<file path="src/rtl/pipe_reg_async_reset.sv">
// Multi-stage pipeline register with per-stage valid flags.
// Supports hold, serial shift, parallel load and rotate, with a synchronous
// clear and an asynchronous active-low reset. Occupancy (fill_cnt/full/empty)
// is a popcount of the registered valid flags.
module pipe_reg_async_reset #(
  parameter int               WIDTH     = 8,
  parameter int               DEPTH     = 4,
  parameter logic [WIDTH-1:0] RESET_VAL = '0
) (
  input  logic                         clk,
  input  logic                         reset,
  input  logic                         en,
  input  logic                         clr,
  input  logic [1:0]                   mode,
  input  logic [WIDTH-1:0]             d,
  input  logic                         valid_in,
  input  logic [WIDTH*DEPTH-1:0]       load_data,
  output logic [WIDTH-1:0]             q,
  output logic                         valid_out,
  output logic [WIDTH*DEPTH-1:0]       stages,
  output logic [$clog2(DEPTH+1)-1:0]   fill_cnt,
  output logic                         full,
  output logic                         empty
);

  localparam int CW = $clog2(DEPTH + 1);

  typedef enum logic [1:0] {
    MODE_HOLD   = 2'b00,
    MODE_SHIFT  = 2'b01,
    MODE_LOAD   = 2'b10,
    MODE_ROTATE = 2'b11
  } mode_e;

  logic [WIDTH-1:0] data [DEPTH];
  logic [DEPTH-1:0] v;
  logic [CW-1:0]    cnt;

  // Stage registers: reset, then clear, then enable, then the selected mode.
  // Data moves independently of the valid flags; valid only qualifies data.
  always_ff @(posedge clk or negedge reset) begin
    if (!reset) begin
      for (int i = 0; i < DEPTH; i++) begin
        data[i] <= RESET_VAL;
      end
      v <= '0;
    end else if (clr) begin
      for (int i = 0; i < DEPTH; i++) begin
        data[i] <= RESET_VAL;
      end
      v <= '0;
    end else if (en) begin
      case (mode_e'(mode))
        MODE_SHIFT: begin
          for (int i = DEPTH - 1; i > 0; i--) begin
            data[i] <= data[i-1];
          end
          data[0] <= d;
          v       <= {v[DEPTH-2:0], valid_in};
        end
        MODE_LOAD: begin
          for (int i = 0; i < DEPTH; i++) begin
            data[i] <= load_data[i*WIDTH +: WIDTH];
          end
          v <= '1;
        end
        MODE_ROTATE: begin
          for (int i = DEPTH - 1; i > 0; i--) begin
            data[i] <= data[i-1];
          end
          data[0] <= data[DEPTH-1];
          v       <= {v[DEPTH-2:0], v[DEPTH-1]};
        end
        default: begin
          data <= data;
          v    <= v;
        end
      endcase
    end
  end

  // Pack every stage onto the stages bus, stage i at slice i.
  genvar g;
  generate
    for (g = 0; g < DEPTH; g++) begin : g_pack
      assign stages[g*WIDTH +: WIDTH] = data[g];
    end
  endgenerate

  assign q         = data[DEPTH-1];
  assign valid_out = v[DEPTH-1];

  // Occupancy is the number of set valid flags in the registered state.
  always_comb begin
    cnt = '0;
    for (int i = 0; i < DEPTH; i++) begin
      cnt = cnt + CW'(v[i]);
    end
  end

  assign fill_cnt = cnt;
  assign full     = (cnt == CW'(DEPTH));
  assign empty    = (cnt == '0);

endmodule

</file>
<file path="config.mk">
export PLATFORM = sky130hd
export DESIGN_NAME = pipe_reg_async_reset
export DESIGN_NICKNAME = d
export VERILOG_FILES = /design/src/rtl/pipe_reg_async_reset.sv
export SDC_FILE = /design/constraint.sdc
export NUM_CORES = 1
export LEC_CHECK = 0
export ABC_AREA = 1
export CAP_MARGIN = 20
export CORE_UTILIZATION = 40
export CTS_CLUSTER_DIAMETER = 100
export DETAILED_ROUTE_END_ITERATION = 10
export PLACE_DENSITY_LB_ADDON = 0.3
export SKIP_CTS_REPAIR_TIMING = 1
export SLEW_MARGIN = 5
export SYNTH_ARGS = -nofsm -noshare
export SYNTH_HDL_FRONTEND = slang
export SYNTH_SLANG_ARGS = --single-unit
export TNS_END_PERCENT = 50
</file>
<file path="constraint.sdc">
create_clock -name clk -period 1.95 [get_ports clk]
set_input_delay 0.39 -clock clk [delete_from_list [all_inputs] [get_ports clk]]
set_output_delay 0.39 -clock clk [all_outputs]
set_load 0.1 [all_outputs]
</file>
Word level (Yosys, flattened, before mapping)
Index checks and enable logic that the tools add are counted.

Add/subtract/negate cells: 3. Multiply operators: 0. Divide/modulo/power cells: 0. Order comparisons: 0. Equality and inequality tests: 4. Shift operators: 0. Multiplexer cells: 6. Bitwise logic cells: 0. Reductions and logical operators: 4.

Operators by type and width (count): 32-bit one-hot mux with 3 select lines (1); 32-bit 2-to-1 mux (2); 4-bit one-hot mux with 3 select lines (1); 4-bit 2-to-1 mux (2); 2-bit equality test, second input constant (2); 4-bit nonzero test (1); 2-bit by 1-bit adder with 3-bit output (1); 3-bit by 1-bit adder with 3-bit output (1); 3-bit equality test, second input constant (1); 3-bit zero test (1); 1-bit by 1-bit adder with 2-bit output (1); 2-bit by 1-bit equality test with 1-bit output, second input constant (1); 2-bit AND reduction (1); 2-bit nonzero test (1).

Register bits: 36. Bits in latches: 0. Bits in writable memories: 0. Bits in read-only memories: 0. Input bits: 47. Memories: 0.

Depth between registers and ports, before layout
Gate-level depths: netlist of run 1.

Word-level depth: 4. Depth in mapped cells: 9.

Worst setup path after synthesis of run 1
No wires, ideal clock.

Path kind: register to output. Start: register v[3]. End: output full. Arrival time: 4.883 ns. Data required time: 1.560 ns. Setup slack: -3.323 ns. Cell stages (with the launch flop): 7. Path through: dfrtp_1 inv_1 fa_1 inv_1 ha_1 ha_1 nor3b_1.

Cells in the longest elaborated chain, start to end: 2.

RTL lines: start, declared (line 36) `logic [DEPTH-1:0] v;`; start signal, assigned (line 59) `v <= {v[DEPTH-2:0], valid_in};`; start signal, assigned (line 72) `v <= {v[DEPTH-2:0], v[DEPTH-1]};`; start signal, assigned (line 76) `v <= v;`; 3-bit by 1-bit adder with 3-bit output (line 97) `cnt = cnt + CW'(v[i]);`; net fill_cnt[2] (line 21) `output logic [$clog2(DEPTH+1)-1:0] fill_cnt,`; 3-bit equality test (line 102) `assign full = (cnt == CW'(DEPTH));`; end, declared (line 22) `output logic full,`.

The timed path passes the listed nets, and every way through them passes these cells.

Final worst setup path of run 1
Start: register v[1]. End: output full.

Cells in the longest elaborated chain, start to end: 4.

RTL lines (line): 1-bit by 1-bit adder with 2-bit output (97); 2-bit by 1-bit adder with 3-bit output (97); 3-bit by 1-bit adder with 3-bit output (97); 3-bit equality test (102).

Every way passes these cells.

==> impl_metrics.csv, run 1 <==
group,metric,value,unit
die,initial_core_util,42.2,%
worst_setup_path,cpMaxStageDelayCell,"fa_1",
clock_tree,clk_latency,0.29,ns
clock_tree,clock-sinks,36,
global_route,grt_pass1_vias,2437,
sta,finalClockSkew,0.00921,ns
detailed_routing,drc_errors,0,
sta,rsz0062_at_grt,"yes",
sta,setup_viol,5,
die,dieArea,6230,sq um
sta,fin_crit,2.55,ns
synth,yosysWarnings,0,
detailed_routing,firstDrtPassIters,4,
clock_tree,htree_levels,2,
detailed_routing,viasPerCell,4.93,
pwr,seq_power_share,31.3,%
clock_tree,numCtsBuffers,5,
clock_tree,clock-root-buffer,"clkbuf_8",
synth,ys_seq_elements,36,
worst_setup_path,r2r_slack,0.96,ns
die,ios,93,
synth,netlist_instances,353,
pwr,comb_power_share,42.4,%
clock_tree,cts_tree,"built",
sta,tightestPinTransition,0.454,ns
pwr,switching_power,0.00108,W
synth,synthDistinctLibCells,18,
global_route,grt_usage,24.3,%
worst_setup_path,cp_data_arrival_time,2.16,ns
global_route,antenna_found_initial,0,
global_route,grt_first_pass_wirelength,11.6,mm
placement,place_congestion,0.837,
final_layout,multi_input_area,1200,sq um
worst_setup_path,timing.rr.start,"v[3]",
detailed_routing,routed_wl,7.18,mm
worst_hold_path,hold_path.class,"primary input to async pin",
synth,synth_area_per_cell,6.71,sq um
worst_setup_path,cp-startpoint,"v[1]",
worst_setup_path,endpoint_kind,"output pin",
pwr,p_per_area,687,nW/um^2
die,die_x,79.0,um
worst_setup_path,critPathMaxFanout,3,
die,row_count,27,
sta,hold_slack,0.0407,ns
pwr,clockPowerShare,26.3,%
detailed_routing,vias,2548,
worst_setup_path,cp_data_required_time,1.56,ns
worst_setup_path,cp-endpoint,"full",
die,die_h,79.0,um
final_layout,drive_above_1_share,20.2,%
final_layout,fillers,445,
worst_setup_path,crit_cells,7,
detailed_routing,drtIter0Drc,191,
sta,layout_setup_ws,-0.598,ns
outcome,violations,"negative setup slack",
pwr,vdd_drop_max,0.386,mV
detailed_routing,wire_per_inst,13.9,um
run,max-cap-violations,0,
sta,finalHoldViolations,0,
placement,dp_hpwl,5.27,mm
worst_setup_path,start_kind,"flop",
clock_tree,clkTransAtPathRegs,0.08,ns
sta,timing.fmax,392,MHz
worst_setup_path,critPathBufInv,3,
final_layout,antenna_cells,0,
synth,synthesis.area,2370,sq um
worst_setup_path,crit_family,"adder cells",
synth,synth_nets,406,
worst_setup_path,critPathKind,"flop to output pin",
pwr,swShare,39.0,%
pwr,p_int,0.00170,W
placement,postPlaceCellArea,3920,sq um
outcome,outcome,"finished, violations left",
global_route,grt_overflow_total,0,
worst_setup_path,rr_worst_depth,5,
worst_setup_path,slowest_delay,0.55,ns
final_layout,syn_to_final_growth,71.1,%
pwr,p_leak,1.96,nW
global_route,grt_max_degree,25,
synth,ys_seq_area_share,38.0,%
die,core,5610,sq um
detailed_routing,postRouteAntennaNets,0,
final_layout,seq_area,905,sq um
worst_setup_path,reg2reg_to,"v[0]",
sta,finalSetupTns,-2.23,ns
final_layout,fin_nets,497,
final_layout,final_cell_area,4050,sq um
sta,slew_violations,0,
placement,port_buffers,92,
final_layout,final_util,72.3,%
sta,fin_crit_sh,131,%
sta,maxSlewHeadroom,69.7,%
clock_tree,clock_path_buffers,2,
worst_setup_path,crit_chain,"inv_2, fa_1, inv_2, ha_4, ha_4, nor3b_4, buf_12",
[routing by layer]
| metal | up-vias | GRT usage, % | share of wire (%) |
|---|---|---|---|
| li1 | 1260 | - | - |
| met1 | 1167 | 29.9 | 41 |
| met2 | 104 | 40.6 | 49 |
| met3 | 17 | 6.09 | 8.3 |
| met4 | 0 | 9.82 | 1.9 |
| met5 | - | 0 | 0 |
[registers in the layout (all words and copies together) (netlist names)]
name,flops
v,4
stages,24
q,8
[worst min path at each step]
stage	startpoint	end	slack [ns]	cells past startpoint
floorplan	reset	q[0]	0.09	0
CTS	reset	stages[0]	0.05	1
global placement	reset	stages[6]	0.36	1
global route	reset	stages[0]	0.07	1
finish	reset	stages[0]	0.04	1
detailed placement	reset	stages[14]	0.36	1
[cells in the mapped netlist]
master	instances	area share, %
nand2_1	182	29
buf_4	11	3.5
ha_1	5	2.6
dfrtp_1	36	38
o21ai_0	3	0.63
nor3_1	1	0.21
buf_2	11	2.3
nor2_8	1	0.85
inv_1	30	4.8
nand3_1	58	12
buf_6	5	2.4
nand2_2	3	0.79
fa_1	1	0.85
nor2_4	1	0.48
nor3b_1	1	0.32
a21oi_4	1	0.69
inv_2	2	0.32
nor2_1	1	0.16
[worst reg2reg max path, delay by kind of cell (launching register included)]
kind	cells	cell delay, ns
AND/OR/NAND/NOR	4	0.26
flip-flops	1	0.48
buffers and inverters	1	0.16
[power by group through the flow]
stage	registers, W	clock network, W	logic, W
2_1_floorplan	0.00114	0	0.000434
3_3_place_gp	0.000880	0	0.00117
3_5_place_dp	0.000882	0	0.00118
4_1_cts	0.000869	0.000730	0.00119
5_1_grt	0.000878	0.000761	0.00124
6_report	0.000870	0.000733	0.00118
[metrics by stage]
stage	cells	power, W	setup slack (ns)
after floorplan	353	0.00157	-1.02
after detailed placement	509	0.00206	-0.286
after CTS	517	0.00279	-0.599
after global placement	509	0.00205	-0.222
after global routing	517	0.00287	-0.640
final	517	0.00278	-0.598
[cell type report]
cell class                      count  area share [%]
Multi-Input combinational cell    258            29.6
Sequential cell                    36            22.3
Tap cell                           72            2.22
Inverter                           32            2.96
Clock buffer                        7            2.38
Timing Repair Buffer              111            39.7
Clock inverter                      1           0.741
[layout by cell type, fill, tap and decap left out]
| master | Yosys | layout |
|---|---|---|
| nand2_2 | 3 | 3 |
| inv_2 | 2 | 5 |
| buf_4 | 11 | 11 |
| nand3_1 | 58 | 58 |
| dfrtp_1 | 36 | 35 |
| a21oi_4 | 1 | 1 |
| nor3b_4 | 0 | 1 |
| buf_6 | 5 | 1 |
| dfrtp_4 | 0 | 1 |
| nor2_8 | 1 | 1 |
| buf_2 | 11 | 1 |
| ha_4 | 0 | 2 |
| inv_1 | 30 | 27 |
| nor2_4 | 1 | 1 |
| nor2_1 | 1 | 1 |
| ha_1 | 5 | 3 |
| nand2_1 | 182 | 182 |
| bufinv_16 | 0 | 1 |
| clkbuf_8 | 0 | 7 |
| nor3_4 | 0 | 1 |
| clkdlybuf4s50_1 | 0 | 45 |
| fa_1 | 1 | 1 |
| o21ai_0 | 3 | 3 |
| buf_12 | 0 | 53 |
[cells by family (layout without fill, tap and decap cells)]
family,count (synthesis),after routing,synth area share [%]
adder cells (fa/ha/maj),6,6,3.49
AO/OA/AOI/OAI,4,4,1.32
flip-flops,36,36,38.0
AND/OR/NAND/NOR,248,248,43.9
buffers and inverters,59,151,13.3
Power figures use the tool's default switching activity.
==> run 2: changes to the inputs <==
Settings changed: RECOVER_POWER set to 50, TNS_END_PERCENT 50 to not set.
==> impl_metrics.csv, run 2 (same netlist as run 1, synthesis figures left out) <==
group,metric,value,unit
global_route,grt_first_pass_wirelength,11.6,mm
global_route,antenna_found_initial,0,
worst_setup_path,crit_chain,"inv_2, fa_1, inv_2, ha_4, ha_4, nor3b_4, buf_12",
detailed_routing,vias,2577,
sta,layout_setup_ws,-0.599,ns
pwr,p_per_area,713,nW/um^2
pwr,p_leak,1.88,nW
clock_tree,clock-sinks,36,
worst_setup_path,critPathBufInv,3,
global_route,grt_overflow_total,0,
clock_tree,htree_levels,2,
final_layout,antenna_cells,0,
outcome,violations,"negative setup slack",
clock_tree,clock-root-buffer,"clkbuf_8",
final_layout,layout_common_cells,"nand2_1, nand3_1, clkdlybuf4s50_1, dfrtp_1, buf_12",
clock_tree,clock_path_buffers,2,
clock_tree,clkTransAtPathRegs,0.07,ns
final_layout,fin_nets,498,
pwr,vdd_drop_max,0.403,mV
worst_setup_path,critPathMaxFanout,3,
sta,maxSlewHeadroom,29.6,%
worst_setup_path,cp_data_required_time,1.56,ns
worst_setup_path,endpoint_kind,"output pin",
worst_setup_path,reg2reg_to,"v[0]",
sta,fin_crit_sh,131,%
final_layout,instances_no_fill,518,
placement,dp.cells,509,
die,dieArea,6230,sq um
detailed_routing,routed_wl,7.16,mm
global_route,grt_usage,24.4,%
worst_setup_path,slowest_delay,0.55,ns
detailed_routing,postRouteAntennaNets,0,
die,die_h,79.0,um
die,ios,93,
placement,dp_hpwl,5.30,mm
worst_setup_path,rr_worst_depth,6,
worst_setup_path,critPathKind,"flop to output pin",
worst_setup_path,start_kind,"flop",
worst_setup_path,cp_data_arrival_time,2.16,ns
detailed_routing,viasPerCell,4.97,
placement,dp_slack,-0.298,ns
die,initial_core_util,42.2,%
final_layout,largest_reg_flops,24,
sta,fin_crit,2.55,ns
detailed_routing,drc_errors,0,
clock_tree,numCtsBuffers,5,
worst_setup_path,timing.rr.start,"v[3]",
worst_setup_path,crit_family,"adder cells",
global_route,grt_max_degree,25,
outcome,outcome,"finished, violations left",
run,max-cap-violations,0,
final_layout,final_common_cell,"nand2_1",
detailed_routing,firstDrtPassIters,5,
die,die_x,79.0,um
final_layout,final_util,66.9,%
detailed_routing,wire_per_inst,13.8,um
sta,finalClockSkew,0.00560,ns
clock_tree,clk_latency,0.28,ns
clock_tree,cts_tree,"built",
final_layout,drive_above_1_share,19.5,%
sta,rsz0062_at_grt,"yes",
sta,tightestPinTransition,1.06,ns
sta,setup_viol,5,
sta,finalHoldViolations,0,
placement,place_congestion,0.837,
worst_setup_path,cpMaxStageDelayCell,"fa_1",
sta,timing.fmax,392,MHz
final_layout,syn_to_final_growth,58.4,%
sta,slew_violations,0,
die,row_count,27,
die,core,5610,sq um
detailed_routing,drtIter0Drc,186,
global_route,grt_pass1_vias,2420,
placement,port_buffers,92,
worst_setup_path,r2r_slack,0.84,ns
worst_hold_path,hold_path.class,"primary input to async pin",
[run 2: area by class of cell]
| class | instances | area [sq um] |
|---|---|---|
| Fill cell | 461 | 1860 |
| Timing Repair Buffer | 112 | 1310 |
| Multi-Input combinational cell | 258 | 1200 |
| Sequential cell | 36 | 905 |
| Inverter | 32 | 120 |
| Clock buffer | 7 | 96.3 |
| Tap cell | 72 | 90.1 |
| Clock inverter | 1 | 30.0 |
[run 2: where the power goes]
group / total (W) / internal (W) / switching (W)
Clock: 0.000714 / 0.000451 / 0.000263
Sequential: 0.000857 / 0.000790 / 0.0000668
Combinational: 0.00110 / 0.000380 / 0.000724
Total: 0.00267 / 0.00162 / 0.00105
[run 2: stage by stage]
step	power (W)	setup TNS (ns)	cell area, sq um	hold slack (ns)
global route	0.00278	-2.55	3750	0.366
global placement	0.00205	-1.55	3920	0.358
finish	0.00267	-2.31	3750	0.275
detailed placement	0.00207	-3.15	3920	0.358
floorplan	0.00157	-2.41	2420	0.0944
CTS	0.00278	-2.32	4050	0.0514
[run 2: how the worst max path moves through the flow]
stage	depth (start not counted)	end	startpoint
2_1_floorplan	6	full	v[3]
3_3_place_gp	7	full	v[1]
3_5_place_dp	7	full	v[1]
4_1_cts	7	full	v[1]
5_1_grt	7	full	v[3]
6_report	7	full	v[3]
[run 2: layer usage]
metal	share of wire [%]	global-route usage [%]	routed length (um)
met5	0	0	0
met4	1.9	8.36	133
met3	7.4	5.63	533
met2	50	40.6	3570
met1	41	31.1	2920
==> run 3: changes to the inputs <==
Settings changed: CTS_BUF_LIST set to sky130_fd_sc_hd__clkbuf_16.
==> impl_metrics.csv, run 3 (same netlist as run 1, synthesis figures left out) <==
group,metric,value,unit
final_layout,seq_area,905,sq um
pwr,switching_power,0.00108,W
worst_setup_path,cp_data_required_time,1.56,ns
pwr,comb_power_share,38.8,%
worst_setup_path,cp_data_arrival_time,2.15,ns
die,ios,93,
clock_tree,clkTransAtPathRegs,0.05,ns
clock_tree,clk_latency,0.28,ns
final_layout,largest_reg_flops,24,
placement,place_congestion,0.837,
worst_setup_path,timing.rr.start,"v[3]",
outcome,outcome,"finished, violations left",
final_layout,fin_nets,498,
placement,postPlaceCellArea,3920,sq um
global_route,antenna_found_initial,0,
worst_setup_path,cpMaxStageDelayCell,"fa_1",
worst_setup_path,r2r_slack,0.83,ns
die,die_h,79.0,um
global_route,grt_pass1_vias,2409,
detailed_routing,vias,2577,
pwr,vdd_drop_max,0.440,mV
final_layout,final_cell_area,3790,sq um
clock_tree,clock-sinks,36,
final_layout,instances_no_fill,518,
final_layout,layout_common_cells,"nand2_1, nand3_1, clkdlybuf4s50_1, dfrtp_1, buf_12",
worst_setup_path,reg2reg_to,"v[0]",
worst_setup_path,critPathMaxFanout,3,
sta,setup_viol,5,
sta,finalClockSkew,0.00204,ns
pwr,p_int,0.00176,W
sta,fin_crit,2.54,ns
worst_setup_path,critPathKind,"flop to output pin",
clock_tree,htree_levels,2,
die,initial_core_util,42.2,%
run,max-cap-violations,0,
clock_tree,clock-root-buffer,"clkbuf_16",
pwr,clockPowerShare,31.0,%
placement,port_buffers,92,
clock_tree,clock_path_buffers,2,
global_route,grt_max_degree,25,
worst_setup_path,crit_chain,"inv_2, fa_1, inv_2, ha_4, ha_4, nor3b_4, buf_12",
pwr,p_leak,1.90,nW
detailed_routing,viasPerCell,4.97,
pwr,finalPower,0.00284,W
detailed_routing,firstDrtPassIters,4,
sta,maxSlewHeadroom,30.3,%
die,core,5610,sq um
global_route,grt_overflow_total,0,
placement,dp.cells,509,
final_layout,syn_to_final_growth,59.9,%
clock_tree,numCtsBuffers,5,
final_layout,multi_input_area,1200,sq um
sta,rsz0062_at_grt,"yes",
sta,finalHoldViolations,0,
sta,tightestPinTransition,1.05,ns
detailed_routing,wire_per_inst,13.8,um
global_route,grt_usage,24.6,%
sta,slew_violations,0,
outcome,violations,"negative setup slack",
worst_setup_path,start_kind,"flop",
die,dieArea,6230,sq um
detailed_routing,routed_wl,7.14,mm
final_layout,drive_above_1_share,19.1,%
detailed_routing,drc_errors,0,
die,row_count,27,
global_route,grt_first_pass_wirelength,11.7,mm
final_layout,fillers,457,
final_layout,final_common_cell,"nand2_1",
worst_setup_path,rr_worst_depth,6,
pwr,seq_power_share,30.2,%
sta,hold_slack,0.278,ns
detailed_routing,postRouteAntennaNets,0,
worst_setup_path,slowest_delay,0.55,ns
die,die_x,79.0,um
clock_tree,cts_tree,"built",
sta,layout_setup_ws,-0.587,ns
pwr,p_per_area,750,nW/um^2
worst_hold_path,hold_path.class,"primary input to async pin",
sta,fin_crit_sh,130,%
placement,dp_hpwl,5.30,mm
pwr,swShare,37.9,%
sta,timing.fmax,394,MHz
final_layout,antenna_cells,0,
detailed_routing,drtIter0Drc,273,
worst_setup_path,endpoint_kind,"output pin",
run 3: changes by cell type in the layout (fill, tap and decap cells not counted):
cell       delta
clkbuf_8      -7
clkbuf_16     +5
clkinv_1      +2
run 3: final cells by class:
class                           count  area share, %
Tap cell                           72           2.38
Sequential cell                    36           23.9
Timing Repair Buffer              112           34.6
Inverter                           32           3.17
Clock buffer                        5           3.30
Clock inverter                      3          0.991
Multi-Input combinational cell    258           31.7
run 3: critical path: cells and delay by family (launching register included):
| family | cells | cell delay [ns] |
|---|---|---|
| adder cells (fa/ha/maj) | 3 | 0.93 |
| flip-flops | 1 | 0.40 |
| buffers and inverters | 3 | 0.29 |
| AND/OR/NAND/NOR | 1 | 0.24 |
run 3: layer usage:
layer,GRT usage [%],vias to the layer above,share of wire [%]
li1,-,1261,-
met1,31.6,1191,41
met2,40.6,112,50
met3,5.75,13,7.7
met4,8.55,0,1.8
met5,0,-,0
run 3: worst max path at each step:
stage / slack (ns) / to / startpoint / cells after the start
after CTS: -0.59 / full / v[1] / 7
after detailed placement: -0.30 / full / v[1] / 7
after global routing: -0.63 / full / v[3] / 7
after floorplan: -1.02 / full / v[3] / 6
after global placement: -0.22 / full / v[1] / 7
final: -0.59 / full / v[3] / 7
run 3: metrics by stage:
step	setup TNS, ns	setup WS [ns]	utilization [%]
after floorplan	-2.41	-1.02	-
after global placement	-1.55	-0.221	69.9
final	-2.24	-0.587	67.5
after global routing	-2.47	-0.630	67.5
after CTS	-2.24	-0.585	72.8
after detailed placement	-3.15	-0.298	69.9
run 3: power by group through the flow:
stage / clock [W] / combinational [W] / sequential [W]
5_1_grt: 0.000928 / 0.00116 / 0.000864
2_1_floorplan: 0 / 0.000434 / 0.00114
3_5_place_dp: 0 / 0.00118 / 0.000882
3_3_place_gp: 0 / 0.00117 / 0.000880
4_1_cts: 0.000891 / 0.00119 / 0.000871
6_report: 0.000880 / 0.00110 / 0.000859
